===== src/rtl/dram_pkg.sv =====
// Shared definitions for the DRAM reader arbitration blocks.
//   BURST_BYTES / BEAT_BYTES / BEATS_PER_BURST : reader burst geometry
//   BEAT_CNT_W                                 : width of the per-job beat counter
//   rd_state_e                                 : arbiter FSM states
//   beats_for()                                : byte count -> number of 64-bit beats
package dram_pkg;

  localparam int BURST_BYTES     = 128;
  localparam int BEAT_BYTES      = 8;
  localparam int BEATS_PER_BURST = BURST_BYTES / BEAT_BYTES;
  localparam int BEAT_CNT_W      = 29;

  typedef enum logic [1:0] {
    IDLE   = 2'd0,
    ISSUE  = 2'd1,
    STREAM = 2'd2
  } rd_state_e;

  // The reader only moves whole 128-byte bursts; any sub-burst remainder is dropped.
  function automatic logic [BEAT_CNT_W-1:0] beats_for(input logic [31:0] nbytes);
    return {nbytes[31:7], 4'b0000};
  endfunction

endpackage


===== src/rtl/dram_read_arbiter_rr_arbiter.sv =====
// Combinational round-robin arbiter.
//   req         : request vector
//   start_idx   : first index to consider (search wraps upward from here)
//   grant       : one-hot grant (zero when nothing requests)
//   grant_idx   : index of the granted requester
//   grant_valid : some requester was granted
module rr_arbiter
  import dram_pkg::*;
#(
  parameter int NREQ = 2,
  parameter int IDW  = 3
) (
  input  logic [NREQ-1:0] req,
  input  logic [IDW-1:0]  start_idx,
  output logic [NREQ-1:0] grant,
  output logic [IDW-1:0]  grant_idx,
  output logic            grant_valid
);

  // rot_idx[k] is the requester examined at priority position k.
  logic [IDW-1:0] rot_idx [NREQ];

  genvar gi;
  generate
    for (gi = 0; gi < NREQ; gi++) begin : g_rot
      logic [IDW:0] sum;
      assign sum = {1'b0, start_idx} + (IDW+1)'(gi);
      assign rot_idx[gi] = (sum >= (IDW+1)'(NREQ)) ? IDW'(sum - (IDW+1)'(NREQ))
                                                    : sum[IDW-1:0];
    end
  endgenerate

  // Walk priority positions from lowest to highest priority so the
  // highest-priority active request overwrites everything before it.
  always_comb begin
    grant       = '0;
    grant_idx   = '0;
    grant_valid = 1'b0;
    for (int k = NREQ - 1; k >= 0; k--) begin
      for (int j = 0; j < NREQ; j++) begin
        if (req[j] && (rot_idx[k] == IDW'(j))) begin
          grant       = '0;
          grant[j]    = 1'b1;
          grant_idx   = IDW'(j);
          grant_valid = 1'b1;
        end
      end
    end
  end

endmodule


===== src/rtl/dram_read_arbiter.sv =====
// Shares one DRAM reader between NREQ requesters.
//   REQ_*          : per-requester (start address, byte count) jobs, valid/ready
//   CONFIG_*       : job issued to the reader's CONFIG port
//   RD_DATA_*      : reader data stream (RD_DATA_READY drives DATA_READY_DOWNSTREAM)
//   OUT_*          : data beats routed to the owning requester, OUT_LAST on the final beat
//   BUSY, GRANT_ID : status / current owner
// Jobs are picked round-robin in IDLE, issued in ISSUE, and streamed with
// zero-latency pass-through backpressure in STREAM.
module dram_read_arbiter
  import dram_pkg::*;
#(
  parameter int NREQ = 2,
  parameter int IDW  = 3
) (
  input  logic                   ACLK,
  input  logic                   ARESETN,
  input  logic [NREQ-1:0]        REQ_VALID,
  output logic [NREQ-1:0]        REQ_READY,
  input  logic [32*NREQ-1:0]     REQ_START_ADDR,
  input  logic [32*NREQ-1:0]     REQ_NBYTES,
  output logic                   CONFIG_VALID,
  input  logic                   CONFIG_READY,
  output logic [31:0]            CONFIG_START_ADDR,
  output logic [31:0]            CONFIG_NBYTES,
  input  logic                   RD_DATA_VALID,
  output logic                   RD_DATA_READY,
  input  logic [63:0]            RD_DATA,
  output logic [NREQ-1:0]        OUT_VALID,
  input  logic [NREQ-1:0]        OUT_READY,
  output logic [63:0]            OUT_DATA,
  output logic                   OUT_LAST,
  output logic                   BUSY,
  output logic [IDW-1:0]         GRANT_ID
);

  rd_state_e             state_reg, state_next;
  logic [IDW-1:0]        ptr_reg, ptr_next;          // next index to search from
  logic [IDW-1:0]        grant_id_reg, grant_id_next;
  logic [BEAT_CNT_W-1:0] beats_reg, beats_next;
  logic [31:0]           addr_reg, addr_next;
  logic [31:0]           nbytes_reg, nbytes_next;

  logic [NREQ-1:0]       arb_grant;
  logic [IDW-1:0]        arb_idx;
  logic                  arb_valid;
  logic [31:0]           sel_addr, sel_nbytes;
  logic [NREQ-1:0]       owner_onehot;
  logic                  owner_ready;

  rr_arbiter #(
    .NREQ (NREQ),
    .IDW  (IDW)
  ) u_rr_arbiter (
    .req         (REQ_VALID),
    .start_idx   (ptr_reg),
    .grant       (arb_grant),
    .grant_idx   (arb_idx),
    .grant_valid (arb_valid)
  );

  genvar gi;
  generate
    for (gi = 0; gi < NREQ; gi++) begin : g_owner
      assign owner_onehot[gi] = (grant_id_reg == IDW'(gi));
    end
  endgenerate

  assign owner_ready = |(OUT_READY & owner_onehot);

  // Job fields of the current arbitration winner.
  always_comb begin
    sel_addr   = '0;
    sel_nbytes = '0;
    for (int j = 0; j < NREQ; j++) begin
      if (arb_grant[j]) begin
        sel_addr   = REQ_START_ADDR[32*j +: 32];
        sel_nbytes = REQ_NBYTES[32*j +: 32];
      end
    end
  end

  always_ff @(posedge ACLK or negedge ARESETN) begin
    if (!ARESETN) begin
      state_reg    <= IDLE;
      ptr_reg      <= '0;
      grant_id_reg <= '0;
      beats_reg    <= '0;
      addr_reg     <= '0;
      nbytes_reg   <= '0;
    end else begin
      state_reg    <= state_next;
      ptr_reg      <= ptr_next;
      grant_id_reg <= grant_id_next;
      beats_reg    <= beats_next;
      addr_reg     <= addr_next;
      nbytes_reg   <= nbytes_next;
    end
  end

  always_comb begin
    state_next    = state_reg;
    ptr_next      = ptr_reg;
    grant_id_next = grant_id_reg;
    beats_next    = beats_reg;
    addr_next     = addr_reg;
    nbytes_next   = nbytes_reg;
    REQ_READY     = '0;
    CONFIG_VALID  = 1'b0;
    RD_DATA_READY = 1'b0;
    OUT_VALID     = '0;
    OUT_LAST      = 1'b0;

    case (state_reg)
      IDLE: begin
        if (arb_valid) begin
          REQ_READY     = arb_grant;
          addr_next     = sel_addr;
          nbytes_next   = sel_nbytes;
          grant_id_next = arb_idx;
          // The winner drops to lowest priority for the next round.
          ptr_next      = (arb_idx == IDW'(NREQ - 1)) ? '0 : arb_idx + IDW'(1);
          beats_next    = beats_for(sel_nbytes);
          // A sub-burst job would hang the reader: complete it here with no beats.
          if (sel_nbytes[31:7] != '0) begin
            state_next = ISSUE;
          end
        end
      end

      ISSUE: begin
        CONFIG_VALID = 1'b1;
        if (CONFIG_READY) begin
          state_next = STREAM;
        end
      end

      STREAM: begin
        OUT_VALID     = owner_onehot & {NREQ{RD_DATA_VALID}};
        RD_DATA_READY = owner_ready;
        OUT_LAST      = RD_DATA_VALID && (beats_reg == BEAT_CNT_W'(1));
        if (RD_DATA_VALID && owner_ready) begin
          beats_next = beats_reg - BEAT_CNT_W'(1);
          if (beats_reg == BEAT_CNT_W'(1)) begin
            state_next = IDLE;
          end
        end
      end

      default: state_next = IDLE;
    endcase
  end

  assign CONFIG_START_ADDR = addr_reg;
  assign CONFIG_NBYTES     = nbytes_reg;
  assign OUT_DATA          = RD_DATA;
  assign BUSY              = (state_reg != IDLE);
  assign GRANT_ID          = grant_id_reg;

endmodule


===== config.mk =====
export PLATFORM = sky130hd
export DESIGN_NAME = dram_read_arbiter
export DESIGN_NICKNAME = d
export VERILOG_FILES = /design/src/rtl/dram_pkg.sv /design/src/rtl/dram_read_arbiter_rr_arbiter.sv /design/src/rtl/dram_read_arbiter.sv
export SDC_FILE = /design/constraint.sdc
export NUM_CORES = 1
export LEC_CHECK = 0
export CAP_MARGIN = 0
export CELL_PAD_IN_SITES_DETAIL_PLACEMENT = 1
export CELL_PAD_IN_SITES_GLOBAL_PLACEMENT = 2
export CORE_UTILIZATION = 22
export CTS_CLUSTER_DIAMETER = 150
export DETAILED_ROUTE_END_ITERATION = 12
export PLACE_DENSITY_LB_ADDON = 0.1
export SETUP_SLACK_MARGIN = 0.15
export SYNTH_ARGS = -nofsm -noshare
export SYNTH_HDL_FRONTEND = slang
export SYNTH_SLANG_ARGS = --single-unit

===== constraint.sdc =====
create_clock -name ACLK -period 3.8 [get_ports ACLK]
set_input_delay 0.57 -clock ACLK [delete_from_list [all_inputs] [get_ports ACLK]]
set_output_delay 0.57 -clock ACLK [all_outputs]
set_load 0.02 [all_outputs]

# Word level (Yosys, flattened, before mapping)
# Index checks and enable logic that the tools add are counted.
# op_classes
add_sub_neg,5
magnitude_cmp,2
n_eq_ne,12
mux,33
bitwise,2
reduce_logical,17
# op_table
op,count
$mux W32,4
$mux W29,2
$pmux W29 S2,1
$eq A29 B1 Y1 const B,1
$sub A29 B1 Y29 const B,1
$reduce_bool A25 Y1,1
$mux W2,11
$eq A3 B1 Y1 const B,4
$mux W1,11
$ne A2 B2 Y1 const B,5
$logic_not A3 Y1,3
$mux W3,3
$logic_and A1 B1 Y1,6
$pmux W2 S3,1
$sub A3 B2 Y3 const B,2
$reduce_and A5 Y1,1
$add A3 B1 Y4 const B,1
$and A2 B2 Y2,2
$ge A4 B2 Y1 const B,1
$reduce_bool A2 Y1,2
$add A3 B1 Y3 const B,1
$ge A3 B2 Y1 const B,1
$reduce_and A3 Y1,1
$eq A2 B1 Y1 const B,1
other kinds (4),4
# word_totals
register_bits,101
output_inout_bits,139
wordCells,77

# Depth between registers and ports, before layout
# depth
ltp_word,15
depth_mapped,8
ltp_nobuf,7

# Modules after synthesis
# A second synthesis with hierarchy kept.
# unflattened
cells_unflattened,693
hier_area_um2,5987.0
# by_module_without_submodules
mod,n_inst,cells_each,area_per_inst_um2
dram_read_arbiter,1,662,5756.8
rr_arbiter,1,31,230.2

# Least setup slack after synthesis
# OpenSTA, ideal clock, no wires.
# synth_path
path_type,input to output
start,in REQ_VALID[1]
end,out REQ_READY[0]
t_arrival_ns,1.694
required_ns,3.230
setup_slack_ns,1.536
cell_stages,5
path_buffers,3
cell_sequence,buf_2 > a21boi_2 > and2_0 > clkbuf_1 > clkbuf_1
# synth_between
elab_chain_cells,6
# synth_rtl
item,line_no,source
"start, declared",dram_read_arbiter.sv:17,"input logic [NREQ-1:0] REQ_VALID,"
$logic_and A1 B1 Y1,dram_read_arbiter_rr_arbiter.sv:41,if (req[j] && (rot_idx[k] == IDW'(j))) begin
$mux W2 / $mux W1 (equally long branches) (3 in series),dram_read_arbiter_rr_arbiter.sv:41,
$mux W2 *,dram_read_arbiter.sv:115,if (arb_valid) begin
$mux W2 *,dram_read_arbiter.sv:113,case (state_reg)
"end, declared",dram_read_arbiter.sv:18,"output logic [NREQ-1:0] REQ_READY,"
# Every way passes the cells marked *; elsewhere a longest branch is shown, timed or not.

# Final worst setup path
# layout_path
start,reg beats_reg[23]
end,out OUT_LAST
# layout_between
elab_chain_cells,3
# layout_rtl
item,line_no,source
"start, declared",dram_read_arbiter.sv:39,"logic [BEAT_CNT_W-1:0] beats_reg, beats_next;"
"start signal, assigned",dram_read_arbiter.sv:94,beats_reg <= beats_next;
$eq A29 B1 Y1,dram_read_arbiter.sv:140,OUT_LAST = RD_DATA_VALID && (beats_reg == BEAT_CNT_W'(1));
$logic_and A1 B1 Y1,dram_read_arbiter.sv:140,
$mux W1,dram_read_arbiter.sv:113,
"end, declared",dram_read_arbiter.sv:31,"output logic OUT_LAST,"
# Every way passes these cells.

==> impl_metrics.ini <==
[status]
status = completed

[final_layout]
diodes = 0
area_growth_pct = 42.5
fin_nets = 899
drive_gt1_share_pct = 8.12
final_core_util_pct = 32.3

[clock_tree]
clk_latency_ns = 0.36
cts_resized = 0
ctsHtreeMaxLevel = 3
root_buffer = clkbuf_16
clkSinkCount = 97
cts_tree = done
cts_buffer_depth = 2
cts_buffers = 9
clk_pin_slew_ns = 0.07

[worst_setup_path]
cpLargestDelayFamily = simple AND/OR/NAND/NOR gates
reg2reg_from = beats_reg[0]
regToRegEndpoint = beats_reg[16]
reg2reg_slack_ns = 1.28
slowest_delay_ns = 0.62
start_kind = register
crit_path_top_delay_cell = clkdlybuf4s50_1
critPathArrivalTime_ns = 2.68
cp_cell_sequence = nor4_1 -> nand4b_1 -> buf_4 -> nor4_1 -> nor2b_1 -> clkdlybuf4s50_1
critPathCaptureType = output pin
crit_required_ns = 3.23
crit_path_frequent_cell = nor4_1
r2r_cells = 7
path_buf_inv = 2
critical_path_class = reg -> out
worstPathMaxFanout = 5

[die]
die-area_mm2 = 0.0250
die_height_um = 158
io_pins = 339
die_w_um = 158
fp-row-count = 56
design.core.area_mm2 = 0.0237
start_util_pct = 22.7

[pwr]
power.leakage_nw = 3.20
p_per_area_mw_per_mm2 = 811
power_mw = 6.21
worst_ir_drop_vdd_mv = 0.267

[grt]
grt_usage_pct = 17.8
grt_pass1_wl_um = 33000
grt-ovfl-total = 0
grt_most_used_layer = met2
grt.met3_usage_pct = 6.38
grt_max_degree = 55
grtUsageMet1_pct = 20.7
grt_pass1_vias = 5358
met2_usage_pct = 30.5
antenna_found_initial = 0

[synth]
synth_flop_cell = dfrtp_1
syn_area_per_cell_um2 = 9.54
yosysUniqueCellTypes = 66
yosysSeqAreaShare_pct = 45.2
synth_seq_cells = 97
synth_area_leaders = dfrtp_1 (45%), buf_4 (9.2%), a222oi_1 (7.3%), o21ai_0 (3.4%), inv_1 (3.0%)
synth.top_cells.by_count = dfrtp_1 (97), buf_4 (66), inv_1 (43)
yosys.cell_count.top_type = dfrtp_1
yosys.area.top_type = dfrtp_1
synthArstFlopShare_pct = 100
yosysWarnings = 0
syn_inst = 563
synth_enable_flop_cells = 0
synth_top_area_share_pct = 45.2
syn_area_mm2 = 0.00537

[sta]
setup_viol = 0
max_freq_ghz = 0.308
period_share_pct = 85.5
tns_ns = 0
relSlewSlack_pct = 34.8
slew_viol_final = 0
worst_slack_ns = 0.551
tightest_slew_ns = 0.978
rsz0062_at_grt = false
fin_skew_ns = 0.0126
hold_viol = 0
fin_crit_ns = 3.25

[placement]
gp_congestion = 0.812
numPortBuffers = 208
hpwl_um = 16800
pre_cts_ws_ns = 0.771

[routing]
vias = 5115
wirelength_um = 22200
ant_nets = 0
wl_per_cell_um = 21.7
drt_iter0_markers = 325
drc = 0
drtPass1Iterations = 6
via_per_inst = 5.01

[min_path]
hold_class = in -> async

[job]
drv_cap = 0
==> cell families (layout without fill, tap and decap cells) <==
kind of cell | Yosys count | count (layout) | share of synthesized area [%]
compound gates | 166 | 166 | 23.4
buf+inv | 147 | 285 | 15.3
simple gates | 146 | 146 | 14.8
flops | 97 | 97 | 45.2
fa+ha+maj | 2 | 2 | 0.466
xor+xnor | 2 | 2 | 0.326
mux | 2 | 2 | 0.419
other cells | 1 | 2 | 0.0698
==> cell usage in the layout, fill, tap and decap left out, types with 3 or more instances in the layout <==
cell type and count:
buf_4 19, a21oi_1 15, nor3_1 11, and3_1 4
a211oi_1 3, nor2_1 32, o21ai_0 37, nand2b_1 4
inv_6 3, nand3_1 5, a21o_1 7, a222oi_1 39
dfrtp_1 97, a31oi_1 3, nor4_1 20, and2_1 3
nand2_1 37, a22oi_1 17, o22ai_1 6, o21a_1 4
a221oi_1 6, inv_1 43, or2_2 3, clkbuf_16 9
clkdlybuf4s50_1 207, a22o_1 7, nand4_1 5
==> per-layer routing <==
layer / part of all wire, % / vias up
met5: 0 / -
met3: 8.3 / 23
li1: - / 2291
met4: 1.7 / 0
met2: 51 / 210
met1: 39 / 2591
==> metrics by stage <==
step           hold slack, ns  instance area, µm²  cells
3_5_place_dp            0.477                7320   1003
2_1_floorplan           0.274                5370    564
3_3_place_gp            0.464                7320   1003
6_report                0.273                7650   1021
5_1_grt                 0.330                7650   1021
4_1_cts                 0.309                7630   1019
==> report_power, final <==
part           internal [mW]  switching, mW
sequential              1.52          0.427
clock                  0.539          0.463
combinational           1.42           1.84
total                   3.48           2.73
==> repair_timing <==
action,CTS,global route
hold buffers,0,0
buffers inserted,0,2
setup endpoints to repair,0,1
==> worst max path at each step <==
stage	start	end	cells past startpoint
2_1_floorplan	REQ_VALID[1]	REQ_READY[0]	5
3_3_place_gp	beats_reg[8]	OUT_LAST	5
3_5_place_dp	beats_reg[7]	OUT_LAST	5
4_1_cts	beats_reg[8]	OUT_LAST	5
5_1_grt	beats_reg[23]	OUT_LAST	6
6_report	beats_reg[23]	OUT_LAST	6
==> layout make-up <==
type / count / area (µm²)
fillers: 2719 / 16000
flip-flops and latches: 97 / 2430
repair buffers: 226 / 2210
multi-input cells: 320 / 2140
well taps: 319 / 399
clock buffers: 10 / 239
inverters: 43 / 161
clock inverters: 6 / 72.6
Power figures use the tool's default switching activity.
